==> src/rtl/spi_flash_pkg.sv <==
// Shared types and constants for the SPI flash responder.
// Optional fast read is enabled by SPI_FLASH_FAST_READ_EN.
package spi_flash_pkg;

  typedef enum logic [2:0] {
    ST_IDLE,
    ST_CMD,
    ST_ADDR,
    ST_DUMMY,
    ST_DATA,
    ST_IGNORE
  } state_t;

  localparam logic [7:0] OP_READ      = 8'h03;
  localparam logic [7:0] OP_FAST_READ = 8'h0B;

  localparam int CMD_BITS   = 8;
  localparam int ADDR_BITS  = 24;
  localparam int DUMMY_BITS = 8;
  localparam int WORD_BITS  = 32;

endpackage

==> src/rtl/spi_flash_responder_sync.sv <==
// Oversampling synchronizer for SCK/SS/MOSI with edge detection.
// Reset presets the chains to the idle bus (sck low, ss high).
module spi_in_sync #(
  parameter int SYNC_STAGES = 2
) (
  input  logic clock,
  input  logic reset,
  input  logic sck,
  input  logic ss,
  input  logic mosi,
  output logic sck_rise,
  output logic sck_fall,
  output logic ss_active,
  output logic ss_start,
  output logic ss_end,
  output logic mosi_s
);

  localparam int M = SYNC_STAGES - 1;

  logic [M:0] sck_q;
  logic [M:0] ss_q;
  logic [M:0] mosi_q;
  logic       sck_d;
  logic       ss_d;

  always_ff @(posedge clock) begin
    if (reset) begin
      sck_q  <= '0;
      ss_q   <= '1;
      mosi_q <= '0;
      sck_d  <= 1'b0;
      ss_d   <= 1'b1;
    end else begin
      sck_q  <= {sck_q[M-1:0], sck};
      ss_q   <= {ss_q[M-1:0], ss};
      mosi_q <= {mosi_q[M-1:0], mosi};
      sck_d  <= sck_q[M];
      ss_d   <= ss_q[M];
    end
  end

  assign sck_rise  = sck_q[M] & ~sck_d;
  assign sck_fall  = ~sck_q[M] & sck_d;
  assign ss_active = ~ss_q[M];
  assign ss_start  = ~ss_q[M] & ss_d;
  assign ss_end    = ss_q[M] & ~ss_d;
  assign mosi_s    = mosi_q[M];

endmodule

==> src/rtl/spi_flash_responder.sv <==
// SPI mode-0 NOR flash read responder backed by a word memory port.
// Define SPI_FLASH_FAST_READ_EN to also accept 0x0B with 8 dummy bits.
module spi_flash_responder
  import spi_flash_pkg::*;
#(
  parameter int         SYNC_STAGES = 2,
  parameter int         ADDR_WIDTH  = ADDR_BITS,
  parameter logic [7:0] READ_CMD    = OP_READ
) (
  input  logic                  clock,
  input  logic                  reset,
  input  logic                  spi_sck,
  input  logic                  spi_ss,
  input  logic                  spi_mosi,
  output logic                  spi_miso,
  output logic                  mem_req,
  output logic [ADDR_WIDTH-1:0] mem_addr,
  input  logic                  mem_valid,
  input  logic [31:0]           mem_rdata,
  output logic                  busy,
  output logic                  err_late
);

  localparam int SH_W = ADDR_WIDTH - 3;

  state_t state;
  state_t state_n;

  logic sck_rise;
  logic sck_fall;
  logic ss_active;
  logic ss_start;
  logic ss_end;
  logic mosi_s;

  logic [5:0]      bit_cnt;
  logic [SH_W-1:0] sh_in;
  logic [7:0]      opcode;
  logic [4:0]      word_cnt;
  logic [30:0]     sh_out;
  logic [31:0]     hold;
  logic            hold_v;
  logic            pend;
  logic            stale;

  logic                  cnt_clr;
  logic                  cnt_inc;
  logic                  shift_in;
  logic                  data_fall;
  logic                  req_fire;
  logic [ADDR_WIDTH-1:0] req_addr;

`ifdef SPI_FLASH_FAST_READ_EN
  logic fast;
  logic fast_set;
`endif

  spi_in_sync #(
    .SYNC_STAGES(SYNC_STAGES)
  ) u_sync (
    .clock    (clock),
    .reset    (reset),
    .sck      (spi_sck),
    .ss       (spi_ss),
    .mosi     (spi_mosi),
    .sck_rise (sck_rise),
    .sck_fall (sck_fall),
    .ss_active(ss_active),
    .ss_start (ss_start),
    .ss_end   (ss_end),
    .mosi_s   (mosi_s)
  );

  assign opcode = {sh_in[6:0], mosi_s};
  assign busy   = ss_active & (state != ST_IDLE);

  always_ff @(posedge clock) begin
    if (reset) state <= ST_IDLE;
    else       state <= state_n;
  end

  always_comb begin
    state_n   = state;
    cnt_clr   = 1'b0;
    cnt_inc   = 1'b0;
    shift_in  = 1'b0;
    data_fall = 1'b0;
    req_fire  = 1'b0;
    req_addr  = mem_addr;
`ifdef SPI_FLASH_FAST_READ_EN
    fast_set  = 1'b0;
`endif
    unique case (state)
      ST_IDLE: begin
        if (ss_start) begin
          state_n = ST_CMD;
          cnt_clr = 1'b1;
        end
      end
      ST_CMD: begin
        if (sck_rise) begin
          shift_in = 1'b1;
          cnt_inc  = 1'b1;
          if (bit_cnt == 6'(CMD_BITS - 1)) begin
            cnt_clr = 1'b1;
            state_n = ST_IGNORE;
            unique case (1'b1)
              (opcode == READ_CMD): state_n = ST_ADDR;
`ifdef SPI_FLASH_FAST_READ_EN
              (opcode == OP_FAST_READ): begin
                state_n  = ST_ADDR;
                fast_set = 1'b1;
              end
`endif
              default: ;
            endcase
          end
        end
      end
      ST_ADDR: begin
        if (sck_rise) begin
          shift_in = 1'b1;
          cnt_inc  = 1'b1;
          // addr[1:0] still to come; the word address is already known
          if (bit_cnt == 6'(ADDR_WIDTH - 3)) begin
            req_fire = 1'b1;
            req_addr = {sh_in, mosi_s, 2'b00};
          end
          if (bit_cnt == 6'(ADDR_WIDTH - 1)) begin
            cnt_clr = 1'b1;
`ifdef SPI_FLASH_FAST_READ_EN
            state_n = fast ? ST_DUMMY : ST_DATA;
`else
            state_n = ST_DATA;
`endif
          end
        end
      end
`ifdef SPI_FLASH_FAST_READ_EN
      ST_DUMMY: begin
        if (sck_rise) begin
          cnt_inc = 1'b1;
          if (bit_cnt == 6'(DUMMY_BITS - 1)) begin
            cnt_clr = 1'b1;
            state_n = ST_DATA;
          end
        end
      end
`endif
      ST_DATA: begin
        if (sck_fall) begin
          data_fall = 1'b1;
          if (word_cnt == 5'(WORD_BITS - 1)) begin
            req_fire = 1'b1;
            req_addr = mem_addr + ADDR_WIDTH'(4);
          end
        end
      end
      ST_IGNORE: ;
      default: state_n = ST_IDLE;
    endcase
    // SS release beats any same-cycle sck edge
    if (ss_end) begin
      state_n   = ST_IDLE;
      cnt_clr   = 1'b0;
      cnt_inc   = 1'b0;
      shift_in  = 1'b0;
      data_fall = 1'b0;
      req_fire  = 1'b0;
`ifdef SPI_FLASH_FAST_READ_EN
      fast_set  = 1'b0;
`endif
    end
  end

`ifdef SPI_FLASH_FAST_READ_EN
  always_ff @(posedge clock) begin
    if (reset || state == ST_IDLE) fast <= 1'b0;
    else if (fast_set)             fast <= 1'b1;
  end
`endif

  always_ff @(posedge clock) begin
    if (reset) begin
      bit_cnt  <= '0;
      sh_in    <= '0;
      sh_out   <= '1;
      hold     <= '0;
      hold_v   <= 1'b0;
      pend     <= 1'b0;
      stale    <= 1'b0;
      word_cnt <= '0;
      spi_miso <= 1'b1;
      mem_req  <= 1'b0;
      mem_addr <= '0;
      err_late <= 1'b0;
    end else begin
      mem_req <= 1'b0;
      if (cnt_clr)      bit_cnt <= '0;
      else if (cnt_inc) bit_cnt <= bit_cnt + 6'd1;
      if (shift_in) sh_in <= {sh_in[SH_W-2:0], mosi_s};
      // a stale response belongs to an abandoned fetch
      if (mem_valid) begin
        if (stale) begin
          stale <= 1'b0;
        end else if (pend) begin
          hold   <= mem_rdata;
          hold_v <= 1'b1;
          pend   <= 1'b0;
        end
      end
      if (req_fire) begin
        mem_addr <= req_addr;
        if (!pend && !stale) begin
          mem_req <= 1'b1;
          pend    <= 1'b1;
        end
      end
      if (state != ST_DATA) word_cnt <= '0;
      else if (data_fall)   word_cnt <= word_cnt + 5'd1;
      if (data_fall) begin
        if (word_cnt == 5'd0) begin
          hold_v <= 1'b0;
          if (hold_v) begin
            sh_out   <= hold[30:0];
            spi_miso <= hold[31];
          end else begin
            sh_out   <= '1;
            spi_miso <= 1'b1;
            err_late <= 1'b1;
            if (pend && !mem_valid) begin
              pend  <= 1'b0;
              stale <= 1'b1;
            end
          end
        end else begin
          sh_out   <= {sh_out[29:0], 1'b1};
          spi_miso <= sh_out[30];
        end
      end
      if (ss_end) begin
        hold_v   <= 1'b0;
        spi_miso <= 1'b1;
        if (pend && !mem_valid) begin
          pend  <= 1'b0;
          stale <= 1'b1;
        end
      end
    end
  end

endmodule

==> config.mk <==
export PLATFORM = sky130hd
export DESIGN_NAME = spi_flash_responder
export DESIGN_NICKNAME = d
export VERILOG_FILES = /design/src/rtl/spi_flash_pkg.sv /design/src/rtl/spi_flash_responder_sync.sv /design/src/rtl/spi_flash_responder.sv
export SDC_FILE = /design/constraint.sdc
export NUM_CORES = 1
export LEC_CHECK = 0
export BUFFER_PORTS_ARGS = -buffer_cell sky130_fd_sc_hd__buf_4
export CORE_MARGIN = 1
export CORE_UTILIZATION = 45
export DETAILED_ROUTE_END_ITERATION = 16
export GPL_ROUTABILITY_DRIVEN = 0
export SLEW_MARGIN = 20
export SYNTH_ARGS = -nofsm -noshare
export SYNTH_HDL_FRONTEND = slang
export SYNTH_SLANG_ARGS = --single-unit
==> constraint.sdc <==
create_clock -name clock -period 2.01 [get_ports clock]
set_input_delay 0.3015 -clock clock [delete_from_list [all_inputs] [get_ports clock]]
set_output_delay 0.3015 -clock clock [all_outputs]
set_load 0.005 [all_outputs]
Yosys cells after proc, flatten, opt, wreduce, memory -nomap -nowiden
Cells that the tools add are included.

storage, ports and cells
  register bits after elaboration = 136
  bits of input ports = 38
  output and inout port bits = 28
  logic and storage cells = 129

cells by class
  $add $sub $neg = 3
  eq/ne operators = 18
  muxes and demuxes = 58
  bitwise operators = 13
  reductions and logical operators = 19

operator list
  operator                                       count
  2-to-1 mux 24 bit                              4
  2-to-1 mux 31 bit                              2
  case mux 24 bit (2 select lines)               1
  2-to-1 mux 1 bit                               42
  adder 24 x 3 -> 24 bit, second input constant  1
  2-to-1 mux 3 bit                               6
  inequality test 2 bit, second input constant   8
  == test 6 x 5 -> 1 bit, second input constant  2
  case mux 3 bit (4 select lines)                1
  AND reduction 6 bit                            2
  OR reduction 2 bit                             6
  == test 8 x 2 -> 1 bit, second input constant  1
  inverter 1 bit                                 8
  adder 6 x 1 -> 6 bit, second input constant    1
  == test 3 bit, second input constant           2
  == test 6 x 3 -> 1 bit, second input constant  1
  AND reduction 3 bit                            2
  adder 5 x 1 -> 5 bit, second input constant    1
  AND 1 bit                                      5
  == test 5 bit, second input constant           1
  logical NOT 5 bit                              1
  == test 3 x 1 -> 1 bit, second input constant  1
  == test 3 x 2 -> 1 bit, second input constant  1
  logical NOT 1 bit                              3
  other kinds (7)                                8

Logic depth before layout (Yosys ltp)
Gate-level depths: netlist of the first run.

  depth in word-level cells = 12
  depth in mapped cells = 9
  depth with buffers taken out = 7

Cells and area by module
A second synthesis of the first run with hierarchy kept.

second synthesis, totals
  cell total of the unflattened synthesis = 750
  area, all modules = 6074.6 um2

by module, submodules not included
  module               instances  cells each  area each (um2)  sequential area each (um2)
  spi_flash_responder  1          729         5835.6           2522.4
  spi_in_sync          1          21          239.0            160.2

Least setup slack after synthesis of the first run
Ideal clock, no wire load.

  path kind = flip-flop to flip-flop
  from = register mem_addr[2]
  to = register mem_addr[22]
  setup time = 0.088 ns
  data arrival time = 1.699 ns
  data required time = 1.922 ns
  path slack = 0.222 ns
  stages on the path, launching flop included = 7
  path buffers = 0
  clock period less this slack = 1.788 ns
  cells stage by stage = dfxtp_1 > ha_1 > nand3_4 > nor4_4 > nand4_1 > o31a_1 > o32ai_2

on the way
  cells in the longest elaborated chain, start to end = 4

RTL lines
  what                              RTL line                    text
  from (decl)                       spi_flash_responder.sv:17   output logic [ADDR_WIDTH-1:0] mem_addr,
  from (signal assigned)            spi_flash_responder.sv:213  mem_addr <= req_addr;
  adder 24 x 3 -> 24 bit            spi_flash_responder.sv:155  req_addr = mem_addr + ADDR_WIDTH'(4);
  2-to-1 mux 24 bit                 spi_flash_responder.sv:153  if (word_cnt == 5'(WORD_BITS - 1)) begin
  2-to-1 mux 24 bit                 spi_flash_responder.sv:151  if (sck_fall) begin
  case mux 24 bit (2 select lines)  spi_flash_responder.sv:93   unique case (state)

No other way between the ends. The select of a mux whose other input is x is not followed.
A chain may end at the register's enable or synchronous reset.

Worst setup path in the final report of the first run
  from = register word_cnt[1]
  to = register pend

on the way
  cells in the longest elaborated chain, start to end = 12
  elaborated cells between the ends (all ways) = 13
  classes of those cells = eq/ne (1); mux (11); reduce/logical (1)

RTL lines
  what                             RTL line                    text
  from (decl)                      spi_flash_responder.sv:39   logic [4:0] word_cnt;
  from (signal assigned)           spi_flash_responder.sv:220  else if (data_fall) word_cnt <= word_cnt + 5'd1;
  == test 5 bit                    spi_flash_responder.sv:153
  2-to-1 mux 1 bit                 spi_flash_responder.sv:153
  2-to-1 mux 1 bit                 spi_flash_responder.sv:151
  case mux 1 bit (2 select lines)  spi_flash_responder.sv:93
  2-to-1 mux 1 bit                 spi_flash_responder.sv:163  if (ss_end) begin
  2-to-1 mux 1 bit                 spi_flash_responder.sv:212  if (req_fire) begin
  2-to-1 mux 1 bit                 spi_flash_responder.sv:231  if (pend && !mem_valid) begin
  2-to-1 mux 1 bit                 spi_flash_responder.sv:224  if (hold_v) begin
  2-to-1 mux 1 bit                 spi_flash_responder.sv:222  if (word_cnt == 5'd0) begin
  2-to-1 mux 1 bit (*)             spi_flash_responder.sv:221  if (data_fall) begin
  2-to-1 mux 1 bit                 spi_flash_responder.sv:244  if (pend && !mem_valid) begin
  2-to-1 mux 1 bit (*)             spi_flash_responder.sv:241  if (ss_end) begin
  to (signal assigned)             spi_flash_responder.sv:216  pend <= 1'b1;
  to (signal assigned)             spi_flash_responder.sv:232  pend <= 1'b0;
  to (signal assigned)             spi_flash_responder.sv:245  pend <= 1'b0;
  to (decl)                        spi_flash_responder.sv:43   logic pend;

Mark *: on every way between the ends. The rest lies on a longest branch, timed or not.

==> results of run 1 <==
cell type report:
cell class                 instances  area [µm²]  share of cell area (%)
tap                              176         220                    2.92
timing repair buffer              97         798                    10.6
clock inverter                    13         229                    3.03
sequential                       134        2680                    35.6
multi-input combinational        548        3040                    40.3
inverter                          38         143                    1.89
clock buffer                      19         433                    5.74
where the power goes:
part	switching, W	total [W]	leakage [nW]	internal, W
clock network	0.00114	0.00346	0.309	0.00232
logic	0.0000867	0.000162	1.35	0.0000752
registers	0.00000499	0.00267	1.08	0.00267
flip-flops by register name, summed over array words and instances (netlist names), 2 cells and up:
signal         cells
state              3
u_sync.mosi_q      2
u_sync.sck_q       2
bit_cnt            6
mem_addr          22
word_cnt           5
u_sync.ss_q        2
sh_out            31
sh_in             21
hold              32
logic make-up after synthesis:
kind of cell / after synthesis
AO/OA/AOI/OAI: 205
XOR/XNOR: 9
adder cells (fa/ha/maj): 6
buffers and inverters: 98
flip-flops: 134
multiplexers: 3
other: 1
AND/OR/NAND/NOR: 323
Yosys cell counts, drive strengths merged (4+ instances only):
cell type / instances
a21oi: 113
buf: 19
nor2b: 11
xor2: 6
dfxtp: 134
a311oi: 31
a21o: 4
nor3b: 4
o32ai: 4
nor2: 64
and2: 4
clkbuf: 41
nor3: 15
o21ai: 20
a211oi: 5
ha: 6
nand3: 12
nor4: 5
a31oi: 5
inv: 38
and3: 11
nand4: 9
nand2: 169
a22o: 4
path summary, 6_finish.rpt:
| kind | from | endpoint | cells past startpoint |
|---|---|---|---|
| hold / removal | mem_valid | stale | 2 |
| setup / recovery | word_cnt[1] | pend | 8 |
| hold reg to reg | u_sync.ss_q[0] | u_sync.ss_q[1] | 1 |
| setup reg to reg | word_cnt[1] | pend | 8 |
worst max-delay path: stages, from the launching register on:
cell and delay [ns]:
dfxtp_1 0.33, ha_1 0.19, and3_1 0.18, ha_1 0.17, and3_1 0.16, o21ai_2 0.25, buf_6 0.19, nor2_1 0.05
o221a_2 0.26
stage by stage:
stage / cell area, µm² / TNS, ns / std cells / setup WS, ns / hold slack (ns)
2_1_floorplan: 6120 / 0 / 780 / 0.222 / 0.374
3_3_place_gp: 6870 / 0 / 993 / 0.130 / 0.393
3_5_place_dp: 6870 / 0 / 993 / 0.0969 / 0.398
4_1_cts: 7530 / 0 / 1025 / 0.0900 / 0.0484
5_1_grt: 7540 / -0.00698 / 1025 / -0.00698 / 0.0529
6_report: 7540 / 0 / 1025 / 0.127 / 0.0608
metal layers:
metal / part of all wire (%) / vias up / global-route usage [%]
met3: 4.3 / 18 / 4.63
met2: 47 / 113 / 35.4
met4: 1.5 / 0 / 8.23
met1: 47 / 2566 / 27.3
li1: - / 2794 / -
met5: 0 / - / 0
==> results_dict.tcl, run 1 <==
set metrics [dict create \
    synth_top_cell_area_share_pct 43.8 \
    maxSlewHeadroom_pct 62.4 \
    nFillCells 1239 \
    synth_adder_area_share_pct 1.23 \
    dr_total_vias 5491 \
    crit_required_ns 2.32 \
    grt_pass1_vias 5258 \
    period_minus_slack_ns 1.88 \
    cts.clk_slew.worst_paths_ns 0.06 \
    fin_total_pwr_w 0.00630 \
    cts_hold_buffers 0 \
    max_freq_mhz 531 \
    wire_per_inst_um 13.8 \
    syn_avg_cell_area_um2 7.85 \
    drtIter0Drc 331 \
    worstPathMaxFanout 11 \
    die_h_um 119 \
    worst_pin_slew_ns 0.565 \
    outcome "completed" \
    layout_commonest_cell "nand2_1" \
    ioPinCount 66 \
    power.density_nw_per_um2 835 \
    cts_tree "built" \
    synth-seq-cells 134 \
    area_growth_pct 23.3 \
    overflow 0 \
    clockBufferDepth 2 \
    ctsRootBufferMaster "clkbuf_16" \
    port_buffers 63 \
    synthMuxAreaShare_pct 0.491 \
    cts_resized 0 \
    clk_latency_ns 0.42 \
    hp-class "input pin to register" \
    hold_viol_final 0 \
    track_usage_pct 21.5 \
    firstDrtPassIters 5 \
    ys.flop_type "dfxtp_1" \
    synthDistinctLibCells 59 \
    initial_utilization_pct 46.2 \
    synthCells 779 \
    p_leak_nw 2.74 \
    clock-sinks 134 \
    final_core_util_pct 57.0 \
    start_kind "register" \
    drv_cap 0 \
    mostFrequentLayoutCells "169 x nand2_1, 134 x dfxtp_1, 113 x a21oi_1" \
    synth_area_um2 6120 \
    core-area_um2 13200 \
    ys_async_sr_fraction_pct 0 \
    ys_warn_count 0 \
    cts_buffers 17 \
    synth_edf_count 0 \
    row_count 42 \
    dieArea_um2 14100 \
    yosysSeqAreaShare_pct 43.8 \
    postRouteAntennaNets 0 \
    setup_violations 0 \
    slew_viol_final 0 \
    drcViolationCount 0 \
    layout-drive-gt1-share_pct 17.8 \
    final_nets 880 \
    synthXorXnorAreaFrac_pct 1.29 \
    vdd_drop_max_v 0.000543 \
    place_hpwl_um 9400 \
    clock_skew_ns 0.00566 \
    synth_top_family_by_area "simple AND/OR/NAND/NOR gates" \
    critical_path_class "register to register" \
    yosys.area_share.simple_pct 24.6 \
    endpoint_kind "register" \
    antenna_found_initial 0 \
    synth_top_area_cell "dfxtp_1" \
    reg2reg_slack_ns 0.13 \
    synthTopCellsByArea "dfxtp_1 44%, nand2_1 10%, a21oi_1 9.2%" \
    postCtsSetupBuffers 0 \
    viasPerCell 5.36 \
    h-tree-depth 4 \
    num_antenna_cells 0 \
    wl_um 14200 \
    timing.final.crit_share_pct 93.7 \
    critPathArrivalTime_ns 2.19 \
    grt_pass1_wl_um 24500 \
    die_w_um 119 \
    synth_compound_gate_area_share_pct 21.7 \
    grt_max_degree 62 \
]
Note: power is estimated with default switching activity, not from simulation.
==> run 2: changes to the inputs <==
Settings changed: BUFFER_PORTS_ARGS -buffer_cell sky130_fd_sc_hd__buf_4 to unset, DONT_BUFFER_PORTS set to 1.
==> run 2 against run 1 <==
Global-route usage is 0.093 points lower. Critical path type unchanged. Critical endpoint is now state[1]. Sequential power hardly changed. Register-to-register slack hardly changed.
==> results_dict.tcl, run 2 (synthesis gave the netlist of run 1 again) <==
set metrics [dict create \
    outcome "completed" \
    clock_skew_ns 0.00543 \
    hp-class "input pin to register" \
    top_register "hold" \
    ctsRootBufferMaster "clkbuf_16" \
    critical_path_buf_inv_count 0 \
    cts_tree "built" \
    slowest_stage "or4_1" \
    final_nets 842 \
    max_freq_mhz 528 \
    fin_area_um2 7220 \
    timing.final.crit_share_pct 94.2 \
    clk_latency_ns 0.42 \
    start_kind "register" \
    initial_utilization_pct 46.2 \
    largest_reg_flops 32 \
    dr_total_vias 5451 \
    wire_per_inst_um 14.4 \
    fin_total_pwr_w 0.00573 \
    period_minus_slack_ns 1.89 \
    critPathArrivalTime_ns 2.26 \
    maxSlewHeadroom_pct 62.1 \
    hold_viol_final 0 \
    port_buffers 0 \
    cts.clk_slew.worst_paths_ns 0.06 \
    die_w_um 119 \
    grt_pass1_wl_um 24200 \
    drcViolationCount 0 \
    tns_ns 0 \
    die_h_um 119 \
    p_leak_nw 2.50 \
    place_hpwl_um 8830 \
    postRouteAntennaNets 0 \
    drv_cap 0 \
    whs_ns 0.0166 \
    layout-drive-gt1-share_pct 11.1 \
    num_antenna_cells 0 \
    clockBufferDepth 2 \
    crit_family "simple AND/OR/NAND/NOR gates" \
    slew_viol_final 0 \
    crit_path_cell_trace "or4_1 > nor4_1 > nand2_1 > nor4b_1 > o21a_1" \
    wl_um 14200 \
    firstDrtPassIters 5 \
    ioPinCount 66 \
    grt_max_degree 85 \
    core-area_um2 13200 \
    mostFrequentLayoutCells "169 x nand2_1, 134 x dfxtp_1, 113 x a21oi_1" \
    drtIter0Drc 419 \
    clock-sinks 134 \
    grt_pass1_vias 5019 \
    track_usage_pct 21.4 \
    grt_setup_unrepaired "false" \
    critical_path_class "register to register" \
    worst_pin_slew_ns 0.569 \
    setup_violations 0 \
    row_count 42 \
    dieArea_um2 14100 \
    power.density_nw_per_um2 794 \
    cts_buffers 17 \
    vdd_drop_max_v 0.000656 \
    overflow 0 \
    layout_commonest_cell "nand2_1" \
    h-tree-depth 4 \
    reg_top3 "hold x32, sh_out x31, mem_addr x22" \
    postCtsSetupBuffers 0 \
    worstPathMaxFanout 4 \
    area_growth_pct 18.0 \
    endpoint_kind "register" \
    viasPerCell 5.53 \
    max_stage_delay_ns 0.52 \
    place_area_um2 6390 \
    antenna_found_initial 0 \
    crit_required_ns 2.37 \
]
==> run 2: per-layer routing <==
metal | vias up | global-route usage, % | wire length (µm)
li1 | 2721 | - | -
met1 | 2586 | 27.6 | 6560
met2 | 125 | 33.5 | 6670
met3 | 19 | 5.45 | 690
met4 | 0 | 9.57 | 260
met5 | - | 0 | 0
==> run 2: worst paths after layout <==
kind / start / endpoint / slack (ns) / cells past startpoint
worst max-delay path: sh_in[4] / state[1] / 0.12 / 5
worst min-delay path: mem_rdata[16] / hold[16] / 0.02 / 2
worst max register to register: sh_in[4] / state[1] / 0.12 / 5
worst min register to register: u_sync.ss_q[0] / u_sync.ss_q[1] / 0.41 / 1
==> run 2: power by group <==
| part | internal [W] | switching [W] | leakage (nW) |
|---|---|---|---|
| registers | 0.00267 | 0.00000543 | 1.08 |
| clock network | 0.00182 | 0.00111 | 0.275 |
| logic | 0.0000599 | 0.0000802 | 1.15 |
| total | 0.00454 | 0.00119 | 2.50 |
==> run 2: timing repair <==
action,in CTS,in global routing
setup endpoints to repair,0,2
endpoints found under the hold margin,84,0
hold buffers,24,0
gates resized for setup,0,2
==> run 2: layout make-up <==
type | instances | area [µm²]
fill | 1295 | 6020
multi-input combinational | 548 | 3040
sequential | 134 | 2680
timing repair buffer | 59 | 571
clock buffer | 23 | 488
tap | 176 | 220
inverter | 38 | 143
clock inverter | 8 | 73.8
==> run 2: worst reg2reg max path, cell delays in order, from the launching register on <==
cell	delay, ns
dfxtp_1	0.35
or4_1	0.52
nor4_1	0.32
nand2_1	0.13
nor4b_1	0.36
o21a_1	0.16
==> run 2: stage by stage <==
step	setup slack (ns)	instances	util, %
6_report	0.117	986	54.5
5_1_grt	0.0290	986	54.5
4_1_cts	0.122	986	54.5
3_5_place_dp	0.135	931	48.3
3_3_place_gp	0.177	931	48.3
2_1_floorplan	0.222	780	-
